--- src/rtl/sync_tx_launcher.sv ---
// -----------------------------------------------------------------------------
// sync_tx_launcher
//
// Purpose:
//   clk_a-domain launcher that sits directly in front of the clk_a -> clk_b
//   data synchronizer. Words arrive over a valid/ready handshake and are
//   buffered in a small FIFO. Each word is presented on data_out together with
//   a wide data_en level (HOLD_CYC cycles), followed by a quiet gap of at least
//   GAP_CYC cycles. The two-flop enable path in clk_b therefore samples every
//   word exactly once, and always after its data has settled.
//
// Parameters:
//   DW         data width (matches the synchronizer data width)
//   FIFO_DEPTH input buffer entries, power of 2, >= 2
//   HOLD_CYC   clk_a cycles data_en stays high per word, >= 1
//   GAP_CYC    minimum clk_a cycles data_en stays low between words, >= 1
//
// Ports:
//   clk_a       launch-domain clock
//   arstn       asynchronous active-low reset, clears all state
//   in_data     word to send
//   in_valid    in_data valid
//   in_ready    FIFO not full; a word is taken on in_valid & in_ready
//   data_out    registered data to synchronizer data_in
//   data_en     registered enable to synchronizer data_en
//   busy        launcher active or FIFO holds words
//   tx_count    (only with SYNC_TX_STATS_EN) wrapping count of launches
//   fifo_level  current FIFO occupancy
//
// Optional feature:
//   Define SYNC_TX_STATS_EN to add the 8-bit tx_count output, which counts
//   launch edges (rising data_en) and wraps 255 -> 0. Without the macro the
//   port and counter do not exist and all other behaviour is identical.
// -----------------------------------------------------------------------------
module sync_tx_launcher #(
  parameter int DW         = 4,
  parameter int FIFO_DEPTH = 4,
  parameter int HOLD_CYC   = 4,
  parameter int GAP_CYC    = 4
) (
  input  logic                          clk_a,
  input  logic                          arstn,
  input  logic [DW-1:0]                 in_data,
  input  logic                          in_valid,
  output logic                          in_ready,
  output logic [DW-1:0]                 data_out,
  output logic                          data_en,
  output logic                          busy,
`ifdef SYNC_TX_STATS_EN
  output logic [7:0]                    tx_count,
`endif
  output logic [$clog2(FIFO_DEPTH):0]   fifo_level
);

  localparam int PTR_W   = $clog2(FIFO_DEPTH);
  localparam int LVL_W   = PTR_W + 1;
  localparam int MAX_CYC = (HOLD_CYC > GAP_CYC) ? HOLD_CYC : GAP_CYC;
  // Counter only ever holds values up to MAX_CYC-1.
  localparam int CNT_W   = (MAX_CYC > 1) ? $clog2(MAX_CYC) : 1;

  localparam logic [CNT_W-1:0] HOLD_LOAD = CNT_W'(HOLD_CYC - 1);
  localparam logic [CNT_W-1:0] GAP_LOAD  = CNT_W'(GAP_CYC - 1);
  localparam logic [LVL_W-1:0] FULL_LVL  = LVL_W'(FIFO_DEPTH);

  typedef enum logic [1:0] {
    IDLE = 2'd0,
    HOLD = 2'd1,
    GAP  = 2'd2
  } state_t;

  // Pointer advance; FIFO_DEPTH is a power of two so the natural wrap of the
  // PTR_W-bit value is the circular wrap at FIFO_DEPTH.
  function automatic logic [PTR_W-1:0] ptr_next(input logic [PTR_W-1:0] ptr);
    return ptr + PTR_W'(1);
  endfunction

  function automatic logic [CNT_W-1:0] cnt_dec(input logic [CNT_W-1:0] c);
    return c - CNT_W'(1);
  endfunction

  logic [DW-1:0]    mem [FIFO_DEPTH];
  logic [PTR_W-1:0] wr_ptr;
  logic [PTR_W-1:0] rd_ptr;
  logic [LVL_W-1:0] level;

  state_t           state;
  logic [CNT_W-1:0] cnt;

  logic             fifo_empty;
  logic             push;
  logic             launch;
  logic [DW-1:0]    head_data;

  assign fifo_empty = (level == '0);
  assign in_ready   = (level != FULL_LVL);
  assign push       = in_valid && in_ready;
  assign head_data  = mem[rd_ptr];

  // A launch (pop + load) happens from IDLE, or at the last GAP cycle, as
  // soon as a word is waiting. It is the only source of pops, so a pop on an
  // empty FIFO cannot occur.
  assign launch = !fifo_empty &&
                  ((state == IDLE) || ((state == GAP) && (cnt == '0)));

  assign busy       = (state != IDLE) || !fifo_empty;
  assign fifo_level = level;

  // ---- Input FIFO stage -----------------------------------------------------
  always_ff @(posedge clk_a or negedge arstn) begin
    if (!arstn) begin
      wr_ptr <= '0;
      rd_ptr <= '0;
      level  <= '0;
      for (int i = 0; i < FIFO_DEPTH; i++) begin
        mem[i] <= '0;
      end
    end else begin
      if (push) begin
        mem[wr_ptr] <= in_data;
        wr_ptr      <= ptr_next(wr_ptr);
      end
      if (launch) begin
        rd_ptr <= ptr_next(rd_ptr);
      end
      // Simultaneous push and pop leaves the occupancy unchanged.
      case ({push, launch})
        2'b10:   level <= level + LVL_W'(1);
        2'b01:   level <= level - LVL_W'(1);
        default: level <= level;
      endcase
    end
  end

  // ---- Launch / hold / gap stage ---------------------------------------------
  // data_out is only written on a launch edge, so it stays frozen through the
  // whole HOLD and GAP window and keeps its last value while IDLE.
  always_ff @(posedge clk_a or negedge arstn) begin
    if (!arstn) begin
      state    <= IDLE;
      cnt      <= '0;
      data_out <= '0;
      data_en  <= 1'b0;
    end else if (launch) begin
      data_out <= head_data;
      data_en  <= 1'b1;
      cnt      <= HOLD_LOAD;
      state    <= HOLD;
    end else begin
      case (state)
        IDLE: begin
          state <= IDLE;
        end
        HOLD: begin
          if (cnt != '0) begin
            cnt <= cnt_dec(cnt);
          end else begin
            data_en <= 1'b0;
            cnt     <= GAP_LOAD;
            state   <= GAP;
          end
        end
        GAP: begin
          // cnt == 0 with a waiting word is handled by the launch branch.
          if (cnt != '0) begin
            cnt <= cnt_dec(cnt);
          end else begin
            state <= IDLE;
          end
        end
        default: begin
          state   <= IDLE;
          data_en <= 1'b0;
          cnt     <= '0;
        end
      endcase
    end
  end

`ifdef SYNC_TX_STATS_EN
  // ---- Launch statistics -----------------------------------------------------
  always_ff @(posedge clk_a or negedge arstn) begin
    if (!arstn) begin
      tx_count <= '0;
    end else if (launch) begin
      tx_count <= tx_count + 8'd1;
    end
  end
`endif

endmodule

--- config.mk ---
export PLATFORM = sky130hd
export DESIGN_NAME = sync_tx_launcher
export DESIGN_NICKNAME = d
export VERILOG_FILES = /design/src/rtl/sync_tx_launcher.sv
export SDC_FILE = /design/constraint.sdc
export NUM_CORES = 1
export LEC_CHECK = 0
export CAP_MARGIN = 20
export CORE_ASPECT_RATIO = 0.9
export CORE_MARGIN = 10
export CORE_UTILIZATION = 55
export DETAILED_ROUTE_END_ITERATION = 8
export HOLD_SLACK_MARGIN = 0.08
export PLACE_DENSITY = 0.79
export SLEW_MARGIN = 20
export SYNTH_ARGS = -nofsm -noshare
export SYNTH_HDL_FRONTEND = slang
export SYNTH_SLANG_ARGS = --single-unit
--- constraint.sdc ---
create_clock -name clk_a -period 5.6 [get_ports clk_a]
set_input_delay 0.84 -clock clk_a [delete_from_list [all_inputs] [get_ports clk_a]]
set_output_delay 0.84 -clock clk_a [all_outputs]
set_load 0.01 [all_outputs]
# --- Word-level counts from Yosys, hierarchy flattened ---
# Cells that the tools add are included.
word_totals:
  regBits: 32
  input_bits: 7
  word_cells: 66
  output_inout_bits: 10
op_classes:
  n_addsub: 5
  reduce_logical: 17
  eq_ne: 10
  n_lt_le_gt_ge: 3
  n_bitwise: 2
  mux: 18
ops:
  columns: ["op", "n"]
  rows:
  - ["$bwmux W16", 1]
  - ["$mux W2", 6]
  - ["$mux W4", 3]
  - ["$ne A3 B3 Y1 const B", 3]
  - ["$bmux W4 S2", 1]
  - ["$demux W4 S2", 1]
  - ["$ge A3 B3 Y1 const B", 2]
  - ["$not A2 Y3", 2]
  - ["$pmux W2 S3", 1]
  - ["$pmux W3 S2", 1]
  - ["$reduce_and A2 Y1", 3]
  - ["$reduce_bool A2 Y1", 3]
  - ["$add A2 B1 Y2 const B", 2]
  - ["$eq A2 B1 Y1 const B", 2]
  - ["$eq A2 B2 Y1 const B", 2]
  - ["$logic_and A1 B1 Y1", 4]
  - ["$logic_not A2 Y1", 2]
  - ["$pmux W2 S2", 1]
  - ["$add A3 B1 Y3 const B", 1]
  - ["$logic_not A3 Y1", 1]
  - ["$lt A3 B1 Y1 const B", 1]
  - ["$ne A3 B2 Y1 const B", 1]
  - ["$sub A3 B1 Y3 const B", 1]
  - ["$logic_or A1 B1 Y1", 2]
  - ["7 further kinds", 8]

# --- Depth between registers and ports, before layout ---
# Gate-level depths: netlist of run 1.
logic_depth:
  depth_word: 6
  mapped_depth: 11
  mapped_depth_nobuf: 11

# --- Worst setup path before layout of run 1 ---
# No wires, ideal clock.
synth_path:
  path_type: "register to register"
  start: "reg level[1], in the netlist fifo_level[1]"
  end: "reg level[2], in the netlist fifo_level[2]"
  setup_time_ns: 0.079
  n_path_buf: 1
  synth_period_minus_slack_ns: 2.110
  arrival_time_ns: 2.031
  slack_ns: 3.490
  stages_incl_launch_ff: 10
  required_ns: 5.521
  cell_sequence: "dfrtp_1 -> or3b_1 -> buf_6 -> nand2_4 -> ha_1 -> inv_1 -> fa_1 -> xor2_1 -> nor2_1 -> xor2_1"
synth_between:
  elab_cells_between_ends: 11
  cone_classes: "add/sub: 2; eq/ne: 3; mux: 1; reduce/logical: 5"
synth_lines:
  columns: ["item", "line_no", "source"]
  rows:
  - ["from (decl)", "84", "logic [LVL_W-1:0] level;"]
  - ["from (signal assigned)", "127", "2'b10: level <= level + LVL_W'(1);"]
  - ["from (signal assigned)", "128", "2'b01: level <= level - LVL_W'(1);"]
  - ["from (signal assigned)", "129", "default: level <= level;"]
  - ["$ne A3 B3 Y1 *", "95", "assign in_ready = (level != FULL_LVL);"]
  - ["named net in_ready", "45", "output logic in_ready,"]
  - ["$logic_and A1 B1 Y1 *", "96", "assign push = in_valid && in_ready;"]
  - ["$eq A2 B1 Y1 or $eq A2 B2 Y1 (tied branches)", "126", "case ({push, launch})"]
  - ["$pmux W3 S2 or $reduce_bool A2 Y1 (tied branches)", null, null]
# Mark *: on every way through the listed nets, which the timed path passes. The rest lies on a longest branch.
# A chain may end at the register's enable or synchronous reset.

# --- Final worst setup path of run 1 ---
layout_path:
  start: "reg level[1], in the netlist fifo_level[1]"
  end: "out in_ready"
layout_between:
  elab_chain_cells: 1
layout_lines:
  columns: ["item", "line_no"]
  rows:
  - ["$ne A3 B3 Y1", "95"]
  - ["to (decl)", "45"]
# Every way passes these cells.

==> summary.md, run 1 <==
| Metric | Value |
|---|---|
| Clock transition at path regs | `110 ps` |
| Synth Cell Area | `1700 um2` |
| CTS buffer count | `5` |
| Syn_nets | `135` |
| CTS Sinks | `32` |
| Fill cells | `237` |
| Largest net degree at the start of global routing | `33` |
| Clock latency on the worst-skew pair | `350 ps` |
| Cell total after placement | `175` |
| Vias in the first global route | `1045` |
| Core area | `3020 um2` |
| I/O pin count | `17` |
| Clock Tree Root | `clkbuf_4` |
| CTS tree | `yes` |
| Final Hold Violating Endpoints | `0` |
| Antenna Nets Post-Route | `0` |
| Die Y | `72.7 um` |
| Via-per-instance ratio | `5.39` |
| Via Count | `986` |
| Setup violations, final | `0` |
| 1st-pass router iterations | `5` |
| Clk_skew | `8.21 ps` |
| Period utilization | `0.507` |
| CP Class | `register to primary output` |
| FP Rows | `19` |
| Hold-fix buffers, CTS | `0` |
| VDD IR max | `0.453 mV` |
| Setup repair bufs after CTS | `0` |
| Final WL | `3150 um` |
| Prevailing post-synth register cell | `dfrtp_1` |
| RSZ-0062 raised after global routing | `false` |
| Placed cell areas | `1900 um2` |
| Fmax | `352 MHz` |
| First-pass GRT wire length | `5330 um` |
| Antenna cells | `0` |
| Avg Synthesized Cell Area | `14.4 um2` |
| Commonest non-fill, non-tap cell in the layout | `dfrtp_1` |
| Setup WS post-layout | `2760 ps` |
| CTS H-tree lvls | `2` |
| DR iter-0 viols | `61` |
| Number of flops mapped to enable cells by yosys | `0` |
| YS warnings | `0` |
| Register area share after synthesis | `0.472` |
| Layout area overhead | `16.7%` |
| Critical path launch point type | `register` |
| Mapped Cells | `118` |
| Commonest non-fill, non-tap cells in the layout | `32 x dfrtp_1, 20 x mux2_4, 16 x clkdlybuf4s50_1` |
| Routed WL per cell | `17.2 um` |
| Worst-path fanout max | `6` |
| Buffers on Ports | `16` |
| Netlist cell types | `29` |
| Initial antenna violation count | `0` |
| Die area | `5710 um2` |
| Final Instance Area | `1980 um2` |
| Crit. End Element | `primary output` |
| Fin cells | `183` |
| Pins Over Slew Limit | `0` |
| Total power | `1300 uW` |
| Register bit total from synthesis | `32` |
| Clk buf depth | `2` |
| Worst Max-Slew Pin Slew | `496 ps` |
| Asr flop ratio synth | `1.00` |
| Nets | `157` |
| Pwr Density | `656 nW/um2` |
| Pre-CTS setup slack | `2800 ps` |
| Slew Limit Headroom | `0.670` |
| HP Class | `register to register` |
| Worst path required time | `4760 ps` |
| # DRC | `0` |
| Share of cells above drive strength 1 | `0.298` |
| Overall routing resource usage | `0.120` |
| Setup TNS | `0 ps` |
| Post-CTS Resized | `0` |
| Die width | `78.6 um` |
| Gpl congestion | `0.829` |
| Starting density of the core | `0.562` |
| HPWL Detailed | `2270 um` |
| Total grt overflow | `0` |
| Status | `finished clean` |
| Maxcap violations | `0` |
| Lkg Pwr | `0.000913 uW` |
| Minimum clock period after layout | `2840 ps` |
| Worst Path Arrival | `2000 ps` |
[per-stage QoR]
step / util / hold WS [ps]
finish: 0.656 / 524
global route: 0.656 / 542
CTS: 0.656 / 529
detailed placement: 0.630 / 502
global placement: 0.630 / 488
floorplan: - / 476
[cells in the mapped netlist (2+ instances only)]
library cell,number,area (um2)
nand2_4,2,22.5
xor2_1,2,17.5
o21ai_0,4,20.0
nor2_1,3,11.3
ha_1,9,113
inv_1,10,37.5
dfrtp_1,32,801
mux4_2,4,90.1
nand3_4,4,70.1
xnor2_1,4,35.0
a21oi_1,2,10.0
nand2b_1,2,12.5
nand2_1,3,11.3
o31ai_1,3,22.5
mux2_4,20,300
[registers in the layout, summed over array words and instances, names as in the netlist]
register and cells:
mem 16, data_out 4, rd_ptr 2, wr_ptr 2
fifo_level 3, state 2, cnt 2, data_en 1
[power by group]
part	internal, uW	leakage [uW]	switching [uW]
Clock	93.0	0.0000412	89.7
Sequential	356	0.000380	104
Combinational	385	0.000491	272
Total	834	0.000913	466
[critical path, cell delays in order (launching register included)]
cell and delay [ps]:
dfrtp_1 460, or3b_1 620, clkdlybuf4s50_1 570
[final cells by class]
type / instances / area [um2] / area share
timing repair buffer: 17 / 168 / 0.0846
inverter: 11 / 43.8 / 0.0221
sequential: 32 / 801 / 0.404
multi-input combinational: 73 / 837 / 0.422
clock buffer: 5 / 37.5 / 0.0189
tap: 42 / 52.6 / 0.0265
clock inverter: 3 / 42.5 / 0.0215
[cell families (layout without fill, tap and decap cells)]
| group | Yosys count | after routing | share of synthesized area |
|---|---|---|---|
| flip-flops | 32 | 32 | 0.472 |
| XOR/XNOR | 6 | 6 | 0.0310 |
| multiplexers | 25 | 25 | 0.237 |
| AO/OA/AOI/OAI | 13 | 13 | 0.0509 |
| buffers and inverters | 13 | 36 | 0.0354 |
| adder cells (fa/ha/maj) | 10 | 10 | 0.0781 |
| AND/OR/NAND/NOR | 19 | 19 | 0.0965 |
[per-layer routing]
metal  vias up  global-route usage  share of wire
li1        454                   -              -
met3         6              0.0653          0.067
met4         0              0.0417          0.015
met5         -                   0              0
met1       504               0.144           0.46
met2        22               0.180           0.45
[path summary, 6_finish.rpt]
kind	from	end	slack, ps	depth (start not counted)
max in group asynchronous	arstn	fifo_level[0]$_DFFE_PN0P_	4430	2
worst min register to register	data_out[2]$_DFFE_PN0P_	data_out[2]$_DFFE_PN0P_	520	1
worst min-delay path	data_out[2]$_DFFE_PN0P_	data_out[2]$_DFFE_PN0P_	520	1
worst max register to register	cnt[0]$_DFFE_PN0P_	fifo_level[2]$_DFFE_PN0P_	3230	11
worst max-delay path	fifo_level[1]$_DFFE_PN0P_	in_ready	2760	2
min in group asynchronous	arstn	mem[8]$_DFFE_PN0P_	870	2
Power figures use the tool's default switching activity.
==> run 2, diff against run 1 <==
--- a/config.mk
+++ b/config.mk
@@ -8,10 +8,10 @@
 export CAP_MARGIN = 20
 export CORE_ASPECT_RATIO = 0.9
 export CORE_MARGIN = 10
-export CORE_UTILIZATION = 55
+export CORE_UTILIZATION = 50
 export DETAILED_ROUTE_END_ITERATION = 8
 export HOLD_SLACK_MARGIN = 0.08
-export PLACE_DENSITY = 0.79
+export PLACE_DENSITY = 0.76
 export SLEW_MARGIN = 20
 export SYNTH_ARGS = -nofsm -noshare
 export SYNTH_HDL_FRONTEND = slang
==> constraint.sdc (replaced) <==
create_clock -name clk_a -period 2.4 [get_ports clk_a]
set_input_delay 0.36 -clock clk_a [delete_from_list [all_inputs] [get_ports clk_a]]
set_output_delay 0.36 -clock clk_a [all_outputs]
set_load 0.01 [all_outputs]
==> run 2 against run 1 <==
Via count decreased by 0.20%. Worst hold slack got worse by 56 ps. Critical path depth increased by 9. Wire length increased by 2.2%. Die area increased by 7.3%. Combinational power increased to 2.5 times the previous value. Sequential share of layout area decreased by 1.4 points. Final area increased by 3.5%. First-iteration DRC count increased by 23%. Non-clock buffer count increased by 5.
==> summary.md, run 2 (synthesis gave the netlist of run 1 again) <==
| Metric | Value |
|---|---|
| Status | `finished clean` |
| Clock latency on the worst-skew pair | `280 ps` |
| Worst Path Arrival | `2450 ps` |
| RSZ-0062 raised after global routing | `false` |
| Lkg Pwr | `0.000935 uW` |
| Gpl congestion | `0.776` |
| Total power | `3150 uW` |
| Clock Tree Root | `clkbuf_8` |
| Setup violations, final | `0` |
| Worst-path fanout max | `6` |
| Vias in the first global route | `1107` |
| Worst path required time | `2610 ps` |
| # DRC | `0` |
| Commonest non-fill, non-tap cells in the layout | `32 x dfrtp_1, 20 x mux2_4, 16 x clkdlybuf4s50_1` |
| Largest net degree at the start of global routing | `33` |
| Layout area overhead | `20.9%` |
| Final Hold Violating Endpoints | `0` |
| CTS tree | `yes` |
| Fmax | `445 MHz` |
| CTS H-tree lvls | `2` |
| Final core occ | `0.617` |
| Antenna cells | `0` |
| Multi-input logic area | `857 um2` |
| Slowest cell on the critical path | `dfrtp_1` |
| Initial antenna violation count | `0` |
| Final Hold Slack | `468 ps` |
| Largest Register | `mem` |
| Hold-fix buffers, CTS | `0` |
| Nets | `162` |
| Slew Limit Headroom | `0.735` |
| DR iter-0 viols | `75` |
| Crit. End Element | `register` |
| Core area | `3330 um2` |
| Final WL | `3220 um` |
| Clk buf depth | `2` |
| HP Class | `input port to asynchronous set/reset pin` |
| CP Class | `register to register` |
| Pwr Density | `1540 nW/um2` |
| Worst Max-Slew Pin Slew | `398 ps` |
| Sequential cell area | `801 um2` |
| CP max stage delay | `420 ps` |
| Fill cells | `250` |
| Die width | `81.4 um` |
| Routed WL per cell | `16.9 um` |
| Period utilization | `0.936` |
| Overall routing resource usage | `0.124` |
| Critical path launch point type | `register` |
| HPWL Detailed | `2330 um` |
| Buffers on Ports | `16` |
| Starting density of the core | `0.510` |
| Total grt overflow | `0` |
| Die Y | `75.3 um` |
| CTS buffer count | `5` |
| Worst path cell trace | `inv_1, ha_2, a21o_1, nand2_4, inv_4, ha_2, inv_1, fa_1, xor2_1, nor2_1, xor2_1` |
| First-pass GRT wire length | `5560 um` |
| Share of cells above drive strength 1 | `0.342` |
| Commonest non-fill, non-tap cell in the layout | `dfrtp_1` |
| Clk_skew | `4.36 ps` |
| Max FFs per register | `16` |
| Setup TNS | `0 ps` |
| Via Count | `984` |
| 1st-pass router iterations | `4` |
| FP Rows | `20` |
| CTS Sinks | `32` |
| Maxcap violations | `0` |
| Clock transition at path regs | `70 ps` |
| Via-per-instance ratio | `5.18` |
| Antenna Nets Post-Route | `0` |
| Pins Over Slew Limit | `0` |
| I/O pin count | `17` |
| Minimum clock period after layout | `2250 ps` |
| Die area | `6130 um2` |
| VDD IR max | `0.764 mV` |
## run 2: cell count changes in the layout (fill, tap and decap cells not counted), sizes merged
cell      before  now
clkinv         1    0
clkbuf         5    8
buf            1    6
clkinvlp       1    0
bufinv         1    0
## run 2: worst max-delay path: cells and delay by family (launching register included)
kind	cells	cell delay (ps)
AO/OA/AOI/OAI	1	180
AND/OR/NAND/NOR	2	200
adder cells (fa/ha/maj)	3	800
XOR/XNOR	2	310
buffers and inverters	3	260
flip-flops	1	420
## run 2: path summary, 6_finish.rpt
kind | slack [ps] | depth (start not counted) | startpoint | to
worst max-delay path | 150 | 11 | state[1]$_DFFE_PN0P_ | fifo_level[2]$_DFFE_PN0P_
worst min-delay path | 470 | 2 | arstn | mem[10]$_DFFE_PN0P_
worst max register to register | 150 | 11 | state[1]$_DFFE_PN0P_ | fifo_level[2]$_DFFE_PN0P_
worst min register to register | 500 | 1 | mem[5]$_DFFE_PN0P_ | mem[5]$_DFFE_PN0P_
max in group asynchronous | 1640 | 2 | arstn | mem[5]$_DFFE_PN0P_
min in group clk_a | 500 | 1 | mem[5]$_DFFE_PN0P_ | mem[5]$_DFFE_PN0P_
## run 2: metrics by stage
step / setup slack [ps] / instances / area [um2]
finish: 154 / 190 / 2050
detailed placement: 103 / 179 / 1920
global placement: 220 / 179 / 1920
CTS: 107 / 187 / 2010
floorplan: 290 / 118 / 1700
global route: 15.5 / 190 / 2050
## run 2: per-layer routing
layer,track usage,part of all wire
met1,0.145,0.44
met2,0.186,0.48
met3,0.0549,0.062
met4,0.0710,0.021
met5,0,0
## run 2: power breakdown
| group | internal [uW] | total [uW] | switching (uW) |
|---|---|---|---|
| sequential | 833 | 1070 | 235 |
| clock | 234 | 425 | 191 |
| combinational | 972 | 1660 | 689 |
## run 2: cell type report
class,count,share of cell area
clock buffer,8,0.0439
inverter,11,0.0213
multi-input combinational,73,0.418
sequential,32,0.390
tap,44,0.0268
timing repair buffer,22,0.100
## run 2: repair_timing
item,in CTS,in global routing
resized for setup,0,6
setup buffers,0,3
setup endpoints to repair,0,1
==> run 3, diff against run 2 <==
--- a/config.mk
+++ b/config.mk
@@ -11,8 +11,8 @@
 export CORE_UTILIZATION = 50
 export DETAILED_ROUTE_END_ITERATION = 8
 export HOLD_SLACK_MARGIN = 0.08
-export PLACE_DENSITY = 0.76
-export SLEW_MARGIN = 20
+export PLACE_DENSITY = 0.74
+export SLEW_MARGIN = 10
 export SYNTH_ARGS = -nofsm -noshare
 export SYNTH_HDL_FRONTEND = slang
 export SYNTH_SLANG_ARGS = --single-unit
==> run 3 against run 2 <==
Count of clock-buffer cells in the layout fell by 3. Final area decreased by 0.43%. Wire length shrank 4.0%. Clock power grew 20%. Utilization fell by 0.26 points. Power rose by 0.18%. Clock skew grew 2.8 ps. Final cell count shrank 1.1%. Die area unchanged. Highest routed layer unchanged.
==> summary.md, run 3 (synthesis gave the netlist of run 1 again) <==
| Metric | Value |
|---|---|
| Status | `finished clean` |
| Vias in the first global route | `1102` |
| Hold-fix buffers, CTS | `0` |
| CTS buffer count | `5` |
| Layout area overhead | `20.3%` |
| Multi-input logic area | `842 um2` |
| Antenna Nets Post-Route | `0` |
| Clock latency on the worst-skew pair | `280 ps` |
| Total grt overflow | `0` |
| First-pass GRT wire length | `5310 um` |
| I/O pin count | `17` |
| DR iter-0 viols | `30` |
| Worst Path Arrival | `2410 ps` |
| Sequential cell area | `801 um2` |
| Worst-path fanout max | `8` |
| Clk_skew | `7.13 ps` |
| Fin cells | `188` |
| Overall routing resource usage | `0.114` |
| HP Class | `input port to asynchronous set/reset pin` |
| Starting density of the core | `0.510` |
| R2R setup slack | `190 ps` |
| Core area | `3330 um2` |
| Switch Pwr | `1090 uW` |
| Worst Max-Slew Pin Slew | `404 ps` |
| Fill cells | `248` |
| R2R Path End | `fifo_level[2]$_DFFE_PN0P_` |
| FP Rows | `20` |
| Worst path required time | `2600 ps` |
| Largest net degree at the start of global routing | `33` |
| Routed WL per cell | `16.4 um` |
| Final Hold Violating Endpoints | `0` |
| Lkg Pwr | `0.000937 uW` |
| Cell total after placement | `179` |
| Antenna cells | `0` |
| Via-per-instance ratio | `5.25` |
| HPWL Detailed | `2290 um` |
| Nets | `160` |
| Commonest non-fill, non-tap cells in the layout | `32 x dfrtp_1, 20 x mux2_4, 16 x clkdlybuf4s50_1` |
| Switch share | `0.345` |
| Final Instance Area | `2040 um2` |
| Critical R2R Launch | `cnt[0]$_DFFE_PN0P_` |
| Comb pwr share | `0.500` |
| CTS H-tree lvls | `2` |
| Crit. End Element | `register` |
| Reg2Reg Depth | `11` |
| Largest Register | `mem` |
| Die area | `6130 um2` |
| Initial antenna violation count | `0` |
| Buffers on Ports | `16` |
| # DRC | `0` |
| Gpl congestion | `0.763` |
| Period utilization | `0.921` |
| Minimum clock period after layout | `2210 ps` |
| Pwr Density | `1550 nW/um2` |
| Maxcap violations | `0` |
| 1st-pass router iterations | `4` |
| Pins Over Slew Limit | `0` |
| Fmax | `453 MHz` |
| CP Class | `register to register` |
| Reg power frac | `0.339` |
| Placed cell areas | `1920 um2` |
| VDD IR max | `0.849 mV` |
| Commonest non-fill, non-tap cell in the layout | `dfrtp_1` |
| Share of cells above drive strength 1 | `0.326` |
| Die width | `81.4 um` |
| Via Count | `987` |
| Clk buf depth | `2` |
| Setup violations, final | `0` |
| Die Y | `75.3 um` |
| Clk pwr share | `0.161` |
| Final Hold Slack | `475 ps` |
| Max FFs per register | `16` |
| CTS Sinks | `32` |
| Critical path launch point type | `register` |
| Slew Limit Headroom | `0.731` |
| Clock transition at path regs | `70 ps` |
| Clock Tree Root | `clkbuf_8` |
| Int Pwr | `2070 uW` |
| Final WL | `3090 um` |
| CTS tree | `yes` |
-- run 3: cell types whose count changed in the layout (fill, tap and decap cells not counted) --
| cell | before | now |
|---|---|---|
| inv_2 | 1 | 0 |
| clkbuf_8 | 6 | 5 |
| buf_4 | 6 | 4 |
| ha_1 | 5 | 7 |
| ha_2 | 3 | 2 |
| bufinv_16 | 0 | 1 |
| clkinvlp_4 | 0 | 1 |
| inv_1 | 9 | 10 |
| clkinv_2 | 0 | 1 |
| ha_4 | 1 | 0 |
| clkbuf_1 | 2 | 0 |
-- run 3: worst max path at each step --
stage	startpoint	endpoint	cells after the start
after floorplan	fifo_level[1]$_DFFE_PN0P_	fifo_level[2]$_DFFE_PN0P_	9
after global placement	cnt[0]$_DFFE_PN0P_	fifo_level[2]$_DFFE_PN0P_	11
after detailed placement	cnt[0]$_DFFE_PN0P_	fifo_level[2]$_DFFE_PN0P_	11
final	cnt[0]$_DFFE_PN0P_	fifo_level[2]$_DFFE_PN0P_	11
after CTS	cnt[0]$_DFFE_PN0P_	fifo_level[2]$_DFFE_PN0P_	11
after global routing	state[1]$_DFFE_PN0P_	fifo_level[2]$_DFFE_PN0P_	11
-- run 3: area by class of cell --
cell class                      count  share of cell area
Multi-Input combinational cell     73               0.412
Tap cell                           44              0.0269
Timing Repair Buffer               20              0.0931
Clock inverter                      3              0.0208
Inverter                           11              0.0214
Clock buffer                        5              0.0337
Sequential cell                    32               0.392
-- run 3: timing repair --
action | 4_1_cts | 5_1_grt
buffers inserted | 0 | 1
endpoints found under the setup margin | 0 | 1
resized for setup | 0 | 2
-- run 3: worst max-delay path, stage by stage, from the launching register on --
cell and delay, ps:
dfrtp_1 380, inv_1 80, ha_2 250, a21o_1 190, nand2_4 80, inv_4 110
ha_1 190, inv_1 60, fa_1 370, xor2_1 150, nor2_1 120, xor2_1 160
-- run 3: metrics by stage --
step	util	total power, uW	setup TNS [ps]	setup WS (ps)
global route	0.614	3400	-14.8	-14.8
finish	0.614	3160	0	190
floorplan	-	2210	0	290
detailed placement	0.577	2640	0	101
global placement	0.577	2570	0	221
CTS	0.610	3170	0	69.8
-- run 3: power groups by stage --
stage | logic, uW | clock network, uW | registers [uW]
finish | 1580 | 508 | 1070
global placement | 1520 | 0 | 1050
detailed placement | 1570 | 0 | 1070
CTS | 1580 | 518 | 1070
global route | 1750 | 541 | 1110
floorplan | 1190 | 0 | 1020
-- run 3: routing by layer --
layer	track usage	wire, um	up-vias
li1	-	-	462
met1	0.139	1450	495
met2	0.177	1400	24
met3	0.0465	195	6
met4	0.0403	44	0
met5	0	0	-
==> patch 1, RTL diff (settings of run 3) <==
Re-encode `state_t` (3 states) as one-hot, 3 bits wide.
--- a/src/rtl/sync_tx_launcher.sv
+++ b/src/rtl/sync_tx_launcher.sv
@@ -63,8 +63,8 @@
   localparam logic [LVL_W-1:0] FULL_LVL  = LVL_W'(FIFO_DEPTH);
 
-  typedef enum logic [1:0] {
-    IDLE = 2'd0,
-    HOLD = 2'd1,
-    GAP  = 2'd2
+  typedef enum logic [2:0] {
+    IDLE = 3'b001,
+    HOLD = 3'b010,
+    GAP  = 3'b100
   } state_t;
 
Formal check against the unedited RTL: same outputs for any inputs over 10 cycles, from zero or initial values and one cycle with arstn low; not proved beyond that.
==> patch 1 against run 3 <==
  * Synthesized area increased by 3.8%
  * Wire length increased by 6.5%
  * Largest power group unchanged
  * Sequential cell count increased by 1
  * Total power increased by 2.6%
  * Design area increased by 3.6%
  * Die area increased by 2.8%
  * Register-to-register slack about the same
  * Highest routed layer unchanged
  * Critical path type is now reg2out
  * Critical endpoint is now in_ready
  * Synthesized cell count increased by 7.6%
  * Worst setup slack got worse by 23 ps
==> patch 1: results (changes against run 3) <==
Crit. Startpoint -> fifo_level[2]
CP Data Arrival Time -> 1870 ps (-540 ps)
CP max FO -> 6 (-2)
Post-synthesis adder-cell area fraction -> 5.39% (-2.4 points)
Outcome -> complete, no violations
Largest net degree at the start of global routing -> 34 (+3.0%)
Total GRT Usage -> 11.8% (+0.40 points)
Post-synthesis sequential area ratio -> 46.9% (-0.25 points)
Layout cells sized above 1 -> 30.7% (-1.9 points)
CP peak stage delay -> 490 ps (+110 ps)
Cell leakage power -> 0.965 nW (+3.1%)
Main area contributors after synthesis -> dfrtp_1 45%, mux2_4 14%, mux4_2 5.1%
Setup crit end -> in_ready
First-pass GRT wire length -> 5690 microns (+7.3%)
Synth Area in XOR/XNOR -> 3.97% (+0.88 points)
Syn nets -> 141 (+4.4%)
Syn avg cell area -> 13.9 sq um (-3.5%)
Internal reg-to-reg setup slack -> 190 ps (about the same)
Setup Skew -> 6.97 ps (-0.159 ps)
Synth Area in Compound Gates -> 4.68% (-0.40 points)
WHS -> 469 ps (-5.85 ps)
Vias -> 1055 (+6.9%)
Nets -> 166 (+3.8%)
Most instantiated cells after synthesis -> 32 x dfrtp_1, 16 x mux2_4, 9 x inv_1
Final cell count without fillers -> 197 (+4.8%)
CP max stage cell -> clkdlybuf4s50_1
Post-route clock period utilization -> 93.0% (+0.97 points)
WL final -> 3290 microns (+6.5%)
Dpl cell area -> 0.00199 sq mm (+3.9%)
Worst VDD drop -> 0.000778 V (-8.4%)
Critical path's top delay family -> buffers and inverters
Cells on worst reg2reg path -> 9 (-2)
Unique cell type count in the Yosys netlist -> 36 (+24%)
RR Startpoint -> state[2]
Vias in the first global route -> 1162 (+5.4%)
RePlAce Congestion -> 0.854 (+12%)
R2r endpoint -> fifo_level[2]
Pre-CTS setup slack -> 169 ps (+67.5 ps)
DR iter-0 viols -> 65 (+120%)
Final HPWL DP -> 2390 microns (+4.2%)
DP Cell Count -> 189 (+5.6%)
Post-synthesis mux area share -> 23.1% (-0.59 points)
## patch 1: changes by cell type after synthesis, sizes merged, moves of 2 or more
cell and change:
mux2i +2, ha -3, nand3b +2, inv -2
buf +2, nor2 +3, o22ai +2, xnor2 +2
o31ai -2, o21ai -2
## patch 1: report_power, final
group | total, mW | leakage [nW] | switching, mW | internal (mW)
logic | 1.57 | 0.513 | 0.628 | 0.940
clock network | 0.539 | 0.0585 | 0.200 | 0.338
registers | 1.13 | 0.393 | 0.273 | 0.861
total | 3.24 | 0.965 | 1.10 | 2.14
## patch 1: layout make-up
type	count	area (sq um)
multi-input cells	80	872
fillers	262	1260
clock inverters	1	30.0
well taps	44	55.1
inverters	9	33.8
clock buffers	7	86.3
repair buffers	23	213
flip-flops and latches	33	827
## patch 1: routing by layer
layer,wire length (microns),vias up,track usage (%),part of all wire (%)
met5,0,-,0,0
met3,149,8,3.66,4.5
met1,1460,536,14.7,45
met2,1600,16,17.3,49
li1,-,495,-,-
met4,76,0,6.52,2.3
==> patch 2, RTL diff (settings of run 3) <==
Without the edit above. Change the parameter `DW` from 4 to 5.
--- a/src/rtl/sync_tx_launcher.sv
+++ b/src/rtl/sync_tx_launcher.sv
@@ -34,5 +34,5 @@
 // -----------------------------------------------------------------------------
 module sync_tx_launcher #(
-  parameter int DW         = 4,
+  parameter int DW         = 5,
   parameter int FIFO_DEPTH = 4,
   parameter int HOLD_CYC   = 4,
Interface: changed (resized data_out and in_data); port bits go from 17 to 19. No check against the original RTL was run, so the function may have changed too.
==> patch 2 against run 3 <==
  * Global-route usage is 0.24 points lower
  * Clock skew fell by 5.5 ps
  * Design area up 10%
  * Worst setup slack got worse by 30 ps
  * Combinational power up 9%
  * Wire length increased by 12%
  * Hold slack gained 21 ps
  * Synthesized area increased by 12%
  * Total power rose by 6.6%
  * Sequential cell count up 5
  * Count of clock-buffer cells in the layout rose by 2
==> patch 2: results (changes against run 3) <==
DR vias/cell -> 5.44 (+3.5%)
Async set-reset flop share out of synthesis -> 100% (unchanged)
Worst VDD drop -> 0.000700 V (-18%)
Cell leakage power -> 1.03 nW (+9.7%)
Top reg by flops -> mem
Synth Area in XOR/XNOR -> 2.76% (-0.34 points)
Synth Area in Compound Gates -> 4.53% (-0.55 points)
Pre-CTS setup slack -> 56.4 ps (-44.9 ps)
CTS root buffer -> clkbuf_8
Final HPWL DP -> 2550 microns (+11%)
Hold crit path type -> in2async
First-pass GRT wire length -> 6080 microns (+15%)
CP max FO -> 7 (-1)
Bufs on Longest Clock Path -> 2 (unchanged)
Synth warnings -> 0 (unchanged)
DR iter-0 viols -> 67 (+120%)
1st-pass router iterations -> 4 (unchanged)
Input/output buffers -> 18 (+2)
CP peak stage delay -> 400 ps (+20 ps)
Final worst slack -> 160 ps (-30.4 ps)
H-tree levels -> 2 (unchanged)
Most instantiated cells after synthesis -> 37 x dfrtp_1, 20 x mux2_4, 10 x inv_1, 9 x ha_1, 6 x mux2_2
RePlAce Congestion -> 0.747 (-2.1%)
Setup Skew -> 1.58 ps (-5.55 ps)
Worst-path clk slew -> 70 ps (about the same)
CTS buffer count -> 5 (unchanged)
Post-synthesis sequential area ratio -> 48.6% (+1.4 points)
Nets -> 174 (+8.8%)
Post-synthesis adder-cell area fraction -> 6.96% (-0.85 points)
Post-synthesis mux area share -> 25.2% (+1.6 points)
WL final -> 3450 microns (+12%)
Max FFs per register -> 20 (+4)
Unique cell type count in the Yosys netlist -> 30 (+3.4%)
Largest net degree at the start of global routing -> 38 (+15%)
CP Data Arrival Time -> 2450 ps (+40 ps)
Inserted Diodes -> 0 (unchanged)
Initial antenna violation count -> 0 (unchanged)
Total GRT Usage -> 11.1% (-0.24 points)
Slew @ Worst Pin -> 458 ps (+54.1 ps)
Internal reg-to-reg setup slack -> 160 ps (-30 ps)
Outcome -> complete, no violations
Layout cells sized above 1 -> 33.3% (+0.69 points)
Syn nets -> 148 (+9.6%)
Main area contributors after synthesis -> dfrtp_1 49%, mux2_4 16%, ha_1 5.9%
Critical path's top delay family -> adder cells
CP max stage cell -> dfrtp_1
Clk Latency, worst-skew pair -> 280 ps (about the same)
Vias in the first global route -> 1232 (+12%)
## patch 2: cell count changes after synthesis, sizes merged
cell / before / now
buf: 2 / 3
mux2: 21 / 26
mux4: 4 / 5
dfrtp: 32 / 37
## patch 2: final cells by class
class                      count  area, sq um
fill                         269         1450
multi-input combinational     79          933
sequential                    37          926
timing repair buffer          22          210
clock buffer                   7         86.3
tap                           46         57.6
inverter                      11         43.8
## patch 2: per-layer routing
layer / track usage, % / wire, microns / vias up
met5: 0 / 0 / -
met4: 4.61 / 54 / 0
met3: 3.72 / 117 / 10
met2: 17.7 / 1690 / 14
met1: 13.5 / 1580 / 570
li1: - / - / 504
## patch 2: power by group
group	switching, mW	internal [mW]	leakage (nW)
Combinational	0.702	1.02	0.543
Sequential	0.260	0.961	0.440
Clock	0.198	0.228	0.0443
Total	1.16	2.21	1.03
## patch 2: timing repair
| item | in CTS | in global routing |
|---|---|---|
| gates resized for setup | 0 | 4 |
| setup endpoints to repair | 0 | 1 |
| setup buffers | 0 | 1 |
## patch 2: cell families after synthesis
logic type	count (synthesis)
flops	37
fa+ha+maj	10
xor+xnor	6
compound gates	13
buf+inv	14
simple gates	19
mux	31
## patch 2: stage by stage
stage,power [mW],cells,util (%),area (sq um),hold slack [ps]
finish,3.37,202,60.9,2260,496
global route,3.61,202,60.9,2260,523
CTS,3.36,201,60.2,2230,508
floorplan,2.43,130,-,1910,64.4
global placement,2.83,194,57.9,2150,489
detailed placement,2.92,194,57.9,2150,490
## patch 2: final timing paths
path / start / to / cells after the start
max: state[0] / fifo_level[2] / 11
min: arstn / mem[17] / 2
max reg2reg: state[0] / fifo_level[2] / 11
min reg2reg: mem[6] / mem[6] / 1
max in group asynchronous: arstn / fifo_level[0] / 2
min in group clk_a: mem[6] / mem[6] / 1
